`config.mk`:
```
export PLATFORM = sky130hd
export DESIGN_NAME = bus_enable_arbiter_flat
export DESIGN_NICKNAME = d
export VERILOG_FILES = /design/src/rtl/bus_arb_pkg.sv /design/src/rtl/bus_enable_arbiter_if.sv /design/src/rtl/bus_enable_arbiter_rr_pick.sv /design/src/rtl/bus_enable_arbiter.sv /design/src/flat_wrapper.sv
export SDC_FILE = /design/constraint.sdc
export NUM_CORES = 1
export LEC_CHECK = 0
export CAP_MARGIN = 20
export CORE_MARGIN = 10
export CORE_UTILIZATION = 40
export DETAILED_ROUTE_END_ITERATION = 12
export GPL_TIMING_DRIVEN = 0
export HOLD_SLACK_MARGIN = 0.1
export PLACE_DENSITY = 0.71
export SLEW_MARGIN = 20
export SYNTH_ARGS = -nofsm -noshare
export SYNTH_HDL_FRONTEND = slang
export SYNTH_SLANG_ARGS = --single-unit
```
`constraint.sdc`:
```
create_clock -name clk -period 5.7 [get_ports clk]
set_input_delay 1.14 -clock clk [delete_from_list [all_inputs] [get_ports clk]]
set_output_delay 1.14 -clock clk [all_outputs]
set_load 0.005 [all_outputs]
```
`src/rtl/bus_arb_pkg.sv`:
```
// Shared types and helpers for the bus enable arbiter.
// Defines the FSM state type, the default widths and a one-hot encoder.
package bus_arb_pkg;

    typedef enum logic [1:0] {IDLE, BURST, GAP} arb_state_t;

    localparam int unsigned DEF_N  = 4;
    localparam int unsigned DEF_LW = 4;
    localparam int unsigned DEF_DW = 8;
    localparam int unsigned MAX_N  = 32;

    // Callers narrow the result to their own requester count with a size cast.
    function automatic logic [MAX_N-1:0] onehot(input int unsigned idx);
        return MAX_N'(1) << idx;
    endfunction

endpackage

```
`src/rtl/bus_enable_arbiter_if.sv`:
```
// Request/grant/bus signals between N requesters and the enable arbiter.
// The slave modport is the arbiter's view; master is the requester/bus side.
interface bus_enable_arbiter_if #(
    parameter int unsigned N  = 4,
    parameter int unsigned LW = 4,
    parameter int unsigned DW = 8
) ();

    logic [N-1:0]    req;
    logic [N*LW-1:0] len;
    logic [N-1:0]    grant;
    logic            enable;
    logic [DW-1:0]   data_in;
    logic [N-1:0]    done;
    logic [DW-1:0]   done_data;

    modport slave (
        input  req,
        input  len,
        input  data_in,
        output grant,
        output enable,
        output done,
        output done_data
    );

    modport master (
        output req,
        output len,
        output data_in,
        input  grant,
        input  enable,
        input  done,
        input  done_data
    );

endinterface

```
`src/rtl/bus_enable_arbiter_rr_pick.sv`:
```
// Combinational round-robin picker: first set request at or after ptr_i,
// wrapping N-1 -> 0, found by scanning a masked double-width copy of req_i.
module rr_pick
    import bus_arb_pkg::*;
#(
    parameter int unsigned N = 4,
    localparam int unsigned IW = (N > 1) ? $clog2(N) : 1
) (
    input  logic [N-1:0]  req_i,
    input  logic [IW-1:0] ptr_i,
    output logic          valid_o,
    output logic [IW-1:0] idx_o,
    output logic [N-1:0]  onehot_o
);

    localparam logic [2*N-1:0] ONE_W = {{(2*N-1){1'b0}}, 1'b1};

    logic [2*N-1:0] dbl;
    logic [2*N-1:0] below_ptr;
    logic [2*N-1:0] masked;
    logic           found;

    // The upper copy is unmasked, so any set request is always reached.
    assign dbl       = {req_i, req_i};
    assign below_ptr = (ONE_W << ptr_i) - ONE_W;
    assign masked    = dbl & ~below_ptr;
    assign valid_o   = |req_i;

    always_comb begin
        found = 1'b0;
        idx_o = '0;
        for (int unsigned i = 0; i < 2 * N; i++) begin
            if (!found && masked[i]) begin
                found = 1'b1;
                idx_o = IW'(i % N);
            end
        end
    end

    always_comb begin
        onehot_o = '0;
        if (valid_o) begin
            onehot_o = N'(onehot(32'(idx_o)));
        end
    end

endmodule

```
`src/rtl/bus_enable_arbiter.sv`:
```
// Shares one bus enable line between N requesters: non-preemptive round-robin
// bursts of latched length, one gap cycle, then a done pulse with the bus count.
module bus_enable_arbiter
    import bus_arb_pkg::*;
#(
    parameter int unsigned N  = DEF_N,
    parameter int unsigned LW = DEF_LW,
    parameter int unsigned DW = DEF_DW
) (
    input  logic                 clk,
    input  logic                 rst,
    bus_enable_arbiter_if.slave  bus
);

    localparam int unsigned IW = (N > 1) ? $clog2(N) : 1;

    arb_state_t    state_q, state_d;
    logic [LW-1:0] cnt_q, cnt_d;
    logic [IW-1:0] ptr_q, ptr_d;
    logic [N-1:0]  grant_q, grant_d;
    logic [N-1:0]  done_q, done_d;
    logic          enable_q, enable_d;
    logic [DW-1:0] done_data_q, done_data_d;

    logic          pick_valid;
    logic [IW-1:0] pick_idx;
    logic [N-1:0]  pick_oh;
    logic [LW-1:0] win_len;

    rr_pick #(.N(N)) u_pick (
        .req_i    (bus.req),
        .ptr_i    (ptr_q),
        .valid_o  (pick_valid),
        .idx_o    (pick_idx),
        .onehot_o (pick_oh)
    );

    assign win_len = bus.len[32'(pick_idx) * LW +: LW];

    always_comb begin
        state_d     = state_q;
        cnt_d       = cnt_q;
        ptr_d       = ptr_q;
        grant_d     = grant_q;
        enable_d    = enable_q;
        done_d      = '0;
        done_data_d = done_data_q;

        unique case (state_q)
            IDLE: begin
                if (pick_valid) begin
                    grant_d  = pick_oh;
                    enable_d = 1'b1;
                    // A zero length still yields one enable cycle.
                    cnt_d    = (win_len == '0) ? '0 : win_len - 1'b1;
                    ptr_d    = (pick_idx == IW'(N - 1)) ? '0 : pick_idx + 1'b1;
                    state_d  = BURST;
                end
            end
            BURST: begin
                if (cnt_q != '0) begin
                    cnt_d = cnt_q - 1'b1;
                end else begin
                    enable_d = 1'b0;
                    state_d  = GAP;
                end
            end
            GAP: begin
                done_d      = grant_q;
                done_data_d = bus.data_in;
                grant_d     = '0;
                state_d     = IDLE;
            end
            default: begin
                state_d  = IDLE;
                grant_d  = '0;
                enable_d = 1'b0;
            end
        endcase
    end

    always_ff @(posedge clk or posedge rst) begin
        if (rst) begin
            state_q     <= IDLE;
            cnt_q       <= '0;
            ptr_q       <= '0;
            grant_q     <= '0;
            enable_q    <= 1'b0;
            done_q      <= '0;
            done_data_q <= '0;
        end else begin
            state_q     <= state_d;
            cnt_q       <= cnt_d;
            ptr_q       <= ptr_d;
            grant_q     <= grant_d;
            enable_q    <= enable_d;
            done_q      <= done_d;
            done_data_q <= done_data_d;
        end
    end

    assign bus.grant     = grant_q;
    assign bus.enable    = enable_q;
    assign bus.done      = done_q;
    assign bus.done_data = done_data_q;

    a_grant_onehot0: assert property (@(posedge clk) disable iff (rst) $onehot0(grant_q));
    a_done_onehot0:  assert property (@(posedge clk) disable iff (rst) $onehot0(done_q));
    a_enable_owned:  assert property (@(posedge clk) disable iff (rst) enable_q |-> (grant_q != '0));

endmodule

```
`src/flat_wrapper.sv`:
```
// flat-port wrapper written by rule: the top's interface ports become plain ports
module bus_enable_arbiter_flat import bus_arb_pkg::*;
#(
    parameter int unsigned N  = DEF_N,
    parameter int unsigned LW = DEF_LW,
    parameter int unsigned DW = DEF_DW
)
  (clk, rst, bus_req, bus_len, bus_data_in, bus_grant, bus_enable, bus_done, bus_done_data);
  bus_enable_arbiter_if #(.N(N), .LW(LW), .DW(DW)) bus_i ();
  input  logic clk;
  input  logic rst;
  input wire logic [$bits(bus_i.req)-1:0] bus_req;
  input wire logic [$bits(bus_i.len)-1:0] bus_len;
  input wire logic [$bits(bus_i.data_in)-1:0] bus_data_in;
  output wire logic [$bits(bus_i.grant)-1:0] bus_grant;
  output wire logic [$bits(bus_i.enable)-1:0] bus_enable;
  output wire logic [$bits(bus_i.done)-1:0] bus_done;
  output wire logic [$bits(bus_i.done_data)-1:0] bus_done_data;
  assign bus_i.req = bus_req;
  assign bus_i.len = bus_len;
  assign bus_i.data_in = bus_data_in;
  assign bus_grant = bus_i.grant;
  assign bus_enable = bus_i.enable;
  assign bus_done = bus_i.done;
  assign bus_done_data = bus_i.done_data;
  bus_enable_arbiter #(.N(N), .LW(LW), .DW(DW)) u_core (.clk(clk), .rst(rst), .bus(bus_i));
endmodule
```
==> impl_metrics.csv <==
group,metric,value,unit
sta,worst_slack,2.614,ns
sta,skew,0.003404,ns
sta,slew_viol_final,0,
logic_synthesis,syn-num-nets,184,
grt,met1_usage,11.23,%
finish,areaGrowthSynthToFinish,38.35,%
logic_synthesis,avgSynthCellArea,9.612,um^2
floorplanning,die_w,79.64,um
grt,antenna_found_initial,0,
clocking,clk_pin_slew_worst_paths,0.14,ns
grt,grt_usage,10.43,%
finish,drive_gt1_share,8.081,%
clocking,cts_inserted_buffers,3,
setup_path,critPathMaxFanout,11,
floorplanning,dieArea,6342,um^2
clocking,postCtsSetupBuffers,0,
route,dr.pass1.iters,4,
grt,overflow,0,
logic_synthesis,netlist_instances,148,
setup_path,cp_top_family,"buffers and inverters",
placement,finalWeightedCongestion,0.7662,
sta,final_hold_viol_count,0,
power,cellLeakagePower,0.9074,nW
sta,worst_pin_slew,0.8972,ns
status,status,"completed",
logic_synthesis,netlist_area,1423,um^2
logic_synthesis,synth_commonest_cells,"nand2_1 (32), dfrtp_1 (25), mux2i_1 (14)",
finish,nets,235,
sta,rsz0062_at_grt,"false",
clocking,cts-root-buf,"clkbuf_4",
logic_synthesis,yosysSeqAreaShare,43.98,%
power,p_total,899.0,uW
logic_synthesis,synth_area_leaders,"dfrtp_1 (44%), mux2i_1 (9.9%), nand2_1 (8.4%)",
setup_path,path_class,"input port to flop",
logic_synthesis,synth_ff_type,"dfrtp_1",
finish,num_antenna_cells,0,
clocking,clk_path_buf_depth,2,
placement,placed_cells,240,
clocking,hold_buffers,0,
setup_path,cp-end-kind,"flop",
clocking,cts-htree-levels,1,
setup_path,cpMaxStageDelayCell,"clkdlybuf4s50_1",
route,ant_nets,0,
floorplanning,rows,21,
clocking,clkLatencyLatePin,0.31,ns
placement,dp_slack,2.274,ns
min_path,hold_class,"flop to flop",
clocking,cts_resized,0,
setup_path,max_stage_delay,0.58,ns
logic_synthesis,yosysMostFrequentCell,"nand2_1",
logic_synthesis,synth_top_area_cell,"dfrtp_1",
setup_path,crit_path_start_kind,"input port",
grt,busiest_layer,"met2",
floorplanning,initial_core_util,41.97,%
floorplanning,io-pin-count,47,
route,wire_per_inst,13.23,um
setup_path,cp.required,5.92,ns
route,via_per_inst,4.980,
job,maxCapViolations,0,
sta,clock.fmax,324.0,MHz
grt,grt_start_max_net_pins,26,
setup_path,critPathBufInv,2,
route,drt-initial-drc-count,82,
sta,period_minus_slack,3.086,ns
sta,fin_crit_sh,54.14,%
logic_synthesis,synth_top_area_share,43.98,%
sta,setup_tns,0,ns
power,powerDensity,456.8,nW/um^2
setup_path,worstPathCellList,"clkdlybuf4s50_1 > o211ai_1 > a21oi_1 > a211o_1 > buf_2 > mux2i_1 > mux2_2 > nand3_1 > a311o_1",
grt,grt_pass1_wl,5416,um
route,num_vias,1215,
grt,grt_pass1_vias,1233,
setup_path,cp.arrival,3.30,ns
route,post-route-drc-count,0,
logic_synthesis,synth_seq_cells,25,
grt,use_met2,18.77,%
sta,setup_viol,0,
floorplanning,core_area,3390,um^2
placement,dpl.hpwl,2686,um
sta,relSlewSlack,40.12,%
clocking,tritoncts,"done",
power,ir_drop,0.1710,mV
route,wirelength,3228,um
clocking,clock_sinks,25,
floorplanning,die_h,79.64,um
logic_synthesis,yosysUniqueCellTypes,36,
grt,met3_usage,3.378,%
logic_synthesis,synth_warnings,0,
logic_synthesis,synthArstFlopShare,100.0,%
placement,port_buffers,46,
finish,fin_cells,244,
logic_synthesis,synth_edf_count,0,
==> sequential cells by signal (all words and copies together) (netlist names) <==
register              flops
u_core.bus.enable         1
u_core.bus.grant          4
u_core.state_q            2
u_core.bus.done           4
u_core.cnt_q              4
u_core.bus.done_data      8
u_core.ptr_q              2
==> layer usage <==
metal / vias to the layer above / part of all wire [%]
met5: - / 0
met4: 0 / 0.99
met3: 4 / 9.2
met2: 48 / 48
met1: 560 / 41
li1: 603 / -
==> path summary, 6_finish.rpt <==
| kind | from | end | slack, ns | cells past startpoint |
|---|---|---|---|---|
| max in group asynchronous | rst | u_core.bus.done_data[3] | 3.86 | 2 |
| min in group asynchronous | rst | u_core.cnt_q[2] | 1.30 | 2 |
| max | bus_req[1] | u_core.cnt_q[0] | 2.61 | 9 |
| min reg2reg | u_core.bus.done_data[4] | u_core.bus.done_data[4] | 0.50 | 2 |
| min | u_core.bus.done_data[4] | u_core.bus.done_data[4] | 0.50 | 2 |
| max reg2reg | u_core.ptr_q[0] | u_core.cnt_q[1] | 2.98 | 7 |
==> per-stage QoR <==
stage / hold WS, ns / utilization [%] / cell area [um^2]
4_1_cts: 0.4955 / 58.07 / 1968
6_report: 0.4952 / 58.07 / 1968
3_5_place_dp: 0.4630 / 57.25 / 1941
2_1_floorplan: 0.4684 / - / 1423
5_1_grt: 0.5132 / 58.07 / 1968
3_3_place_gp: 0.4577 / 57.25 / 1941
==> worst min-delay path: cells and delay by family, from the launching register on <==
| family | cells | cell delay (ns) |
|---|---|---|
| and+or+nand+nor | 2 | 0.11 |
| DFF | 1 | 0.37 |
==> area by class of cell <==
| type | instances | area [um^2] |
|---|---|---|
| Sequential cell | 25 | 625.6 |
| Multi-Input combinational cell | 108 | 739.5 |
| Clock inverter | 1 | 5.005 |
| Inverter | 10 | 37.54 |
| Tap cell | 46 | 57.56 |
| Timing Repair Buffer | 46 | 460.4 |
| Buffer | 5 | 20.02 |
| Fill cell | 308 | 1421 |
| Clock buffer | 3 | 22.52 |
==> cell usage in the layout (no fill, tap or decap), drive strengths merged, types with 3 or more instances in the layout <==
| cell type | count |
|---|---|
| inv | 10 |
| a31oi | 3 |
| clkdlybuf4s50 | 46 |
| mux2i | 14 |
| clkbuf | 7 |
| dfrtp | 25 |
| nand2b | 3 |
| ha | 6 |
| a21oi | 3 |
| nand2 | 32 |
| and2 | 5 |
| o21ai | 6 |
| nor3b | 3 |
| nor2 | 8 |
| mux2 | 4 |
==> logic make-up after synthesis <==
| family | Yosys count | share of synthesized area (%) |
|---|---|---|
| AND/OR/NAND/NOR | 60 | 20.05 |
| flip-flops | 25 | 43.98 |
| AO/OA/AOI/OAI | 24 | 13.37 |
| multiplexers | 18 | 13.28 |
| buffers and inverters | 15 | 4.045 |
| adder cells (fa/ha/maj) | 6 | 5.277 |
==> where the power goes <==
part,internal [mW],switching [mW]
logic,0.273,0.249
registers,0.246,0.0517
clock network,0.0263,0.0523
total,0.546,0.353
Power figures use the tool's default switching activity.
